--- config.mk ---
export PLATFORM = sky130hd
export DESIGN_NAME = nibble_serial_adder
export DESIGN_NICKNAME = d
export VERILOG_FILES = /design/src/rtl/nsa_pkg.sv /design/src/rtl/nibble_serial_adder_csa4_slice.sv /design/src/rtl/nibble_serial_adder.sv
export SDC_FILE = /design/constraint.sdc
export NUM_CORES = 1
export LEC_CHECK = 0
export BUFFER_PORTS_ARGS = -buffer_cell sky130_fd_sc_hd__buf_4
export CAP_MARGIN = 40
export CORE_AREA = 2 2 119 63
export CTS_BUF_LIST = sky130_fd_sc_hd__clkbuf_8
export DETAILED_ROUTE_END_ITERATION = 7
export DIE_AREA = 0 0 121 65
export HOLD_SLACK_MARGIN = 0.12
export PLACE_DENSITY_LB_ADDON = 0.12
export SLEW_MARGIN = 5
export SYNTH_ARGS = -nofsm -noshare
export SYNTH_HDL_FRONTEND = slang
export SYNTH_SLANG_ARGS = --single-unit
--- constraint.sdc ---
create_clock -name clk -period 3 [get_ports clk]
set_input_delay 0 -clock clk [delete_from_list [all_inputs] [get_ports clk]]
set_output_delay 0 -clock clk [all_outputs]
set_load 0.005 [all_outputs]
--- src/rtl/nsa_pkg.sv ---
// Shared definitions for the nibble-serial adder and its carry-select slice.
// Optional feature macro: NIBBLE_SERIAL_ADDER_OVF_EN (used by nibble_serial_adder).
package nsa_pkg;

    // Width of one slice; the adder walks the operands in steps of this size.
    localparam int NIBBLE_W = 4;

    // Control states of the sequencer.
    typedef enum logic [1:0] {
        IDLE = 2'd0,
        RUN  = 2'd1,
        DONE = 2'd2
    } state_t;

endpackage

--- src/rtl/nibble_serial_adder_csa4_slice.sv ---
// csa4_slice: combinational 4-bit carry-select adder slice.
// Two ripple adders compute the nibble sum for carry-in 0 and carry-in 1 in
// parallel; the real carry-in only steers the final mux, so it does not have
// to ripple through the nibble.
module csa4_slice
    import nsa_pkg::*;
(
    input  logic [NIBBLE_W-1:0] a,
    input  logic [NIBBLE_W-1:0] b,
    input  logic                ci,
    output logic [NIBBLE_W-1:0] s,
    output logic                co
);

    logic [NIBBLE_W:0]   c0_chain;
    logic [NIBBLE_W:0]   c1_chain;
    logic [NIBBLE_W-1:0] s0;
    logic [NIBBLE_W-1:0] s1;

    assign c0_chain[0] = 1'b0;
    assign c1_chain[0] = 1'b1;

    // Full-adder cells for both speculative ripple chains.
    generate
        for (genvar gi = 0; gi < NIBBLE_W; gi++) begin : g_bit
            assign s0[gi]         = a[gi] ^ b[gi] ^ c0_chain[gi];
            assign c0_chain[gi+1] = (a[gi] & b[gi]) | (a[gi] & c0_chain[gi]) | (b[gi] & c0_chain[gi]);
            assign s1[gi]         = a[gi] ^ b[gi] ^ c1_chain[gi];
            assign c1_chain[gi+1] = (a[gi] & b[gi]) | (a[gi] & c1_chain[gi]) | (b[gi] & c1_chain[gi]);
        end
    endgenerate

    // Carry-in selects which precomputed result leaves the slice.
    always_comb begin
        s  = ci ? s1 : s0;
        co = ci ? c1_chain[NIBBLE_W] : c0_chain[NIBBLE_W];
    end

endmodule

--- src/rtl/nibble_serial_adder.sv ---
// nibble_serial_adder: WIDTH-bit unsigned adder that processes one nibble per
// clock through a single time-shared csa4_slice, LSB nibble first, with the
// carry held in a register between nibbles.
// Optional feature macro: NIBBLE_SERIAL_ADDER_OVF_EN adds a registered
// two's-complement overflow output (ovf).
module nibble_serial_adder
    import nsa_pkg::*;
#(
    parameter int WIDTH = 16
) (
    input  logic             clk,
    input  logic             rst_n,
    input  logic             in_valid,
    output logic             in_ready,
    input  logic [WIDTH-1:0] a,
    input  logic [WIDTH-1:0] b,
    input  logic             ci,
    output logic             out_valid,
    input  logic             out_ready,
    output logic [WIDTH-1:0] sum,
    output logic             co,
    output logic             busy
`ifdef NIBBLE_SERIAL_ADDER_OVF_EN
    ,
    output logic             ovf
`endif
);

    localparam int NIB   = WIDTH / NIBBLE_W;
    localparam int CNT_W = (NIB > 1) ? $clog2(NIB) : 1;
    localparam logic [CNT_W-1:0] CNT_LAST = CNT_W'(NIB - 1);

    // Operands must split into whole nibbles.
    generate
        if ((WIDTH % NIBBLE_W) != 0 || WIDTH < NIBBLE_W) begin : g_bad_width
            $error("nibble_serial_adder: WIDTH (%0d) must be a multiple of 4 and >= 4", WIDTH);
        end
    endgenerate

    state_t             state_q, state_d;
    logic [WIDTH-1:0]   op_a_q, op_a_d;
    logic [WIDTH-1:0]   op_b_q, op_b_d;
    logic [WIDTH-1:0]   sum_q, sum_d;
    logic               carry_q, carry_d;
    logic               co_q, co_d;
    logic [CNT_W-1:0]   cnt_q, cnt_d;
`ifdef NIBBLE_SERIAL_ADDER_OVF_EN
    logic               ovf_q, ovf_d;
    logic               carry_into_msb;
`endif

    logic [NIBBLE_W-1:0] slice_a;
    logic [NIBBLE_W-1:0] slice_b;
    logic [NIBBLE_W-1:0] slice_s;
    logic                slice_co;

    // Present the nibble selected by the counter to the shared slice.
    always_comb begin
        slice_a = op_a_q[NIBBLE_W*cnt_q +: NIBBLE_W];
        slice_b = op_b_q[NIBBLE_W*cnt_q +: NIBBLE_W];
    end

    csa4_slice u_slice (
        .a  (slice_a),
        .b  (slice_b),
        .ci (carry_q),
        .s  (slice_s),
        .co (slice_co)
    );

`ifdef NIBBLE_SERIAL_ADDER_OVF_EN
    // The carry into the top bit of the slice is recovered from the sum bit:
    // s = a ^ b ^ c_in, so c_in = a ^ b ^ s.
    always_comb begin
        carry_into_msb = slice_a[NIBBLE_W-1] ^ slice_b[NIBBLE_W-1] ^ slice_s[NIBBLE_W-1];
    end
`endif

    // Next-state and datapath update for the IDLE -> RUN -> DONE sequence.
    always_comb begin
        state_d = state_q;
        op_a_d  = op_a_q;
        op_b_d  = op_b_q;
        sum_d   = sum_q;
        carry_d = carry_q;
        co_d    = co_q;
        cnt_d   = cnt_q;
`ifdef NIBBLE_SERIAL_ADDER_OVF_EN
        ovf_d   = ovf_q;
`endif
        case (state_q)
            IDLE: begin
                // in_ready is high here, so in_valid alone means acceptance.
                if (in_valid) begin
                    op_a_d  = a;
                    op_b_d  = b;
                    carry_d = ci;
                    cnt_d   = '0;
                    state_d = RUN;
                end
            end
            RUN: begin
                sum_d[NIBBLE_W*cnt_q +: NIBBLE_W] = slice_s;
                carry_d = slice_co;
                if (cnt_q == CNT_LAST) begin
                    co_d    = slice_co;
`ifdef NIBBLE_SERIAL_ADDER_OVF_EN
                    ovf_d   = carry_into_msb ^ slice_co;
`endif
                    state_d = DONE;
                end else begin
                    cnt_d = cnt_q + 1'b1;
                end
            end
            DONE: begin
                // Result is held until the consumer takes it; no new operands.
                if (out_ready) begin
                    state_d = IDLE;
                end
            end
            default: begin
                state_d = IDLE;
            end
        endcase
    end

    // State and datapath registers; reset abandons any add in progress.
    always_ff @(posedge clk) begin
        if (!rst_n) begin
            state_q <= IDLE;
            op_a_q  <= '0;
            op_b_q  <= '0;
            sum_q   <= '0;
            carry_q <= 1'b0;
            co_q    <= 1'b0;
            cnt_q   <= '0;
`ifdef NIBBLE_SERIAL_ADDER_OVF_EN
            ovf_q   <= 1'b0;
`endif
        end else begin
            state_q <= state_d;
            op_a_q  <= op_a_d;
            op_b_q  <= op_b_d;
            sum_q   <= sum_d;
            carry_q <= carry_d;
            co_q    <= co_d;
            cnt_q   <= cnt_d;
`ifdef NIBBLE_SERIAL_ADDER_OVF_EN
            ovf_q   <= ovf_d;
`endif
        end
    end

    // Handshake and status outputs decode directly from the state register.
    always_comb begin
        in_ready  = (state_q == IDLE);
        out_valid = (state_q == DONE);
        busy      = (state_q != IDLE);
        sum       = sum_q;
        co        = co_q;
`ifdef NIBBLE_SERIAL_ADDER_OVF_EN
        ovf       = ovf_q;
`endif
    end

endmodule

==> summary.txt <==
CTS
  – Latest clock arrival within the worst-skew pair: 0.32 ns
  – CTS H-tree lvls: 2
  – Clock root buffer: clkbuf_8
  – Deepest clock path buffer count: 2
  – Clock slew at reported path FFs: 0.10 ns
  – CTS tree: done
  – Number of buffers created by CTS: 5
  – CTS resizes: 0
  – Clock sinks: 54

Setup path
  – Critical path class: flop to flop
  – Crit Reg-Reg Startpoint: cnt_q[1]
  – WP data arrival: 2.82 ns
  – CP max FO: 13
  – Startpoint types: flop
  – R2R Path End: co
  – Critical Path End Type: flop
  – Crit path launch: cnt_q[1]
  – Worst Path Required: 3.22 ns
  – Worst Reg-to-Reg Cells: 6
  – Flop2flop setup slack: 0.40 ns

Logic synthesis
  – Post-synth top cells: 77 x nand2_1, 54 x dfxtp_1, 42 x a21oi_1
  – Post-synthesis register bit count: 54
  – Syn Area/Cell: 8.65 um2
  – Dominant cell by count in the synthesized netlist: nand2_1
  – Largest area contributor in the netlist: dfxtp_1
  – Yosys warnings: 0
  – Cell Area, Synth: 2650 um2
  – Distinct cells, synth: 45
  – Sequential share of the synthesized area: 0.408
  – EDFF count, synth: 0
  – Post-synth top area share: 0.408
  – Mapped Cells: 306
  – Synth area leaders: dfxtp_1 41%, nand2_1 11%, a21oi_1 7.9%, ha_1 5.2%, mux4_1 5.0%
  – Async S/R FF share, synth: 0
  – Post-synth top flop: dfxtp_1
  – Syn nets: 354

Die
  – Die Area: 7870 um2
  – Row count: 22
  – Die Ht: 65 um
  – Core area: 6960 um2
  – Initial Util: 0.380
  – I/O pins: 57
  – Die Width: 121 um

Global routing
  – Tot GR Track Use: 0.201
  – GRT overflow: 0
  – Largest net degree at the start of global routing: 47
  – First-pass GRT wire length: 12100 um
  – Initial antenna violation count: 0
  – Vias in the first global route: 2427

STA
  – Slew Viols, Final: 0
  – Final TNS setup: 0 ns
  – RSZ-0062 raised after global routing: no
  – Worst-Margin Slew: 0.799 ns
  – Min cycle time layout: 2.60 ns
  – Fmax: 0.385 GHz
  – Slew margin rel.: 0.467
  – Final period utilization: 0.866
  – Final hold violation count: 0
  – Final setup skew: 0.00932 ns
  – Finish-stage setup viols: 0

Layout
  – Fin cells: 487
  – Antenna Diode Count: 0
  – Final nets: 439
  – Share of cells above drive strength 1: 0.210
  – Post-synthesis to final-layout area growth: 35.9%
  – Share of the core filled with cells: 0.517

Detailed routing
  – Vias per cell: 5.05
  – WL per Instance: 14.9 um
  – Antenna Nets Post-Route: 0
  – Final wirelength: 7260 um
  – DRC viols: 0
  – Via Count: 2460
  – Iteration-0 DRC Markers: 223
  – First-pass detailed-route iteration total: 7

Min path
  – Worst hold path depth: 2
  – Hold/Removal Path Class: flop to flop
  – Hold_sp: op_a_q[8]
  – Hold worst-path end: op_a_q[8]

Placed design
  – RD Place Congestion: 0.812
  – Placed Cells incl. Taps: 444
  – Port Buf Inserts: 56
  – Hpwl dp: 5210 um

Run
  – Max Cap Viol: 0

Power
  – Peak supply drop: 0.180 mV
  – Pwr Density: 433 nW/um2
  – Total leakage power: 0.00148 uW

Status
  – Status: finished, final reports clean
[sequential cells by signal, summed over array words and instances (netlist names)]
signal,cells
sum,16
co,1
carry_q,1
op_b_q,16
state_q,2
op_a_q,16
cnt_q,2
[routing by layer]
layer,part of all wire,vias up,global-route usage
met4,0.0072,0,0.0480
met2,0.37,57,0.274
met3,0.043,5,0.0423
li1,-,1242,-
met1,0.58,1156,0.316
met5,0,-,0
[what timing repair did]
action                                 CTS  global route
hold buffers                            36             0
setup endpoints to repair                0             0
endpoints found under the hold margin   41             0
buffers inserted                         0             0
[metrics by stage]
step                area, um2  hold WS (ns)  setup WS, ns  total power [uW]
detailed placement       3120         0.257         0.414              1020
CTS                      3600         0.459         0.405              1570
global placement         3120         0.251         0.535              1020
finish                   3600         0.461         0.402              1560
floorplan                2650         0.136         0.657               934
global route             3600         0.478         0.231              1630
[final cells by class]
cell class	instances	area [um2]
multi-input cells	228	1460
repair buffers	94	796
fillers	680	3370
well taps	96	120
inverters	8	30.0
clock inverters	1	30.0
clock buffers	6	82.6
flip-flops and latches	54	1080
[critical path, stage by stage, from the launching register on]
cell and delay, ns:
dfxtp_1 0.70, mux4_1 0.66, ha_1 0.20, or2_2 0.28
o211ai_1 0.17, a21oi_1 0.18, o311a_1 0.31
[cells by family after synthesis]
kind of cell,Yosys count,synth area share
xor gates and xnor gates,1,0.00331
DFF,54,0.408
AOI/OAI and AO/OA,78,0.179
and+or+nand+nor,128,0.232
buffers and inverters,24,0.0430
adders and majority gates,11,0.0520
muxes,10,0.0827
[cell usage in the layout (no fill, tap or decap), drive strengths merged, types with 3 or more instances in the layout]
master | Yosys | routed
buf | 4 | 58
and3 | 4 | 4
dfxtp | 54 | 54
nor3 | 5 | 5
o21a | 4 | 4
a22oi | 6 | 6
a21oi | 42 | 42
nand3b | 5 | 5
dlygate4sd3 | 0 | 36
mux4 | 8 | 8
or2b | 4 | 4
inv | 8 | 8
clkbuf | 12 | 6
nand2 | 77 | 77
and2 | 4 | 4
o21ai | 4 | 4
a31oi | 11 | 11
ha | 11 | 11
nor2b | 3 | 3
nor2 | 10 | 10
a211oi | 3 | 3
[worst max path at each step]
| stage | end | slack, ns | cells past startpoint |
|---|---|---|---|
| floorplan | sum[10] | 0.66 | 6 |
| global placement | co | 0.53 | 6 |
| detailed placement | co | 0.41 | 6 |
| CTS | co | 0.40 | 6 |
| global route | co | 0.23 | 6 |
| finish | co | 0.40 | 6 |
[where the power goes]
part | internal (uW) | total (uW) | switching (uW)
Combinational | 138 | 271 | 132
Clock | 267 | 512 | 245
Sequential | 747 | 773 | 25.6
(Power assumes the default switching activity.)
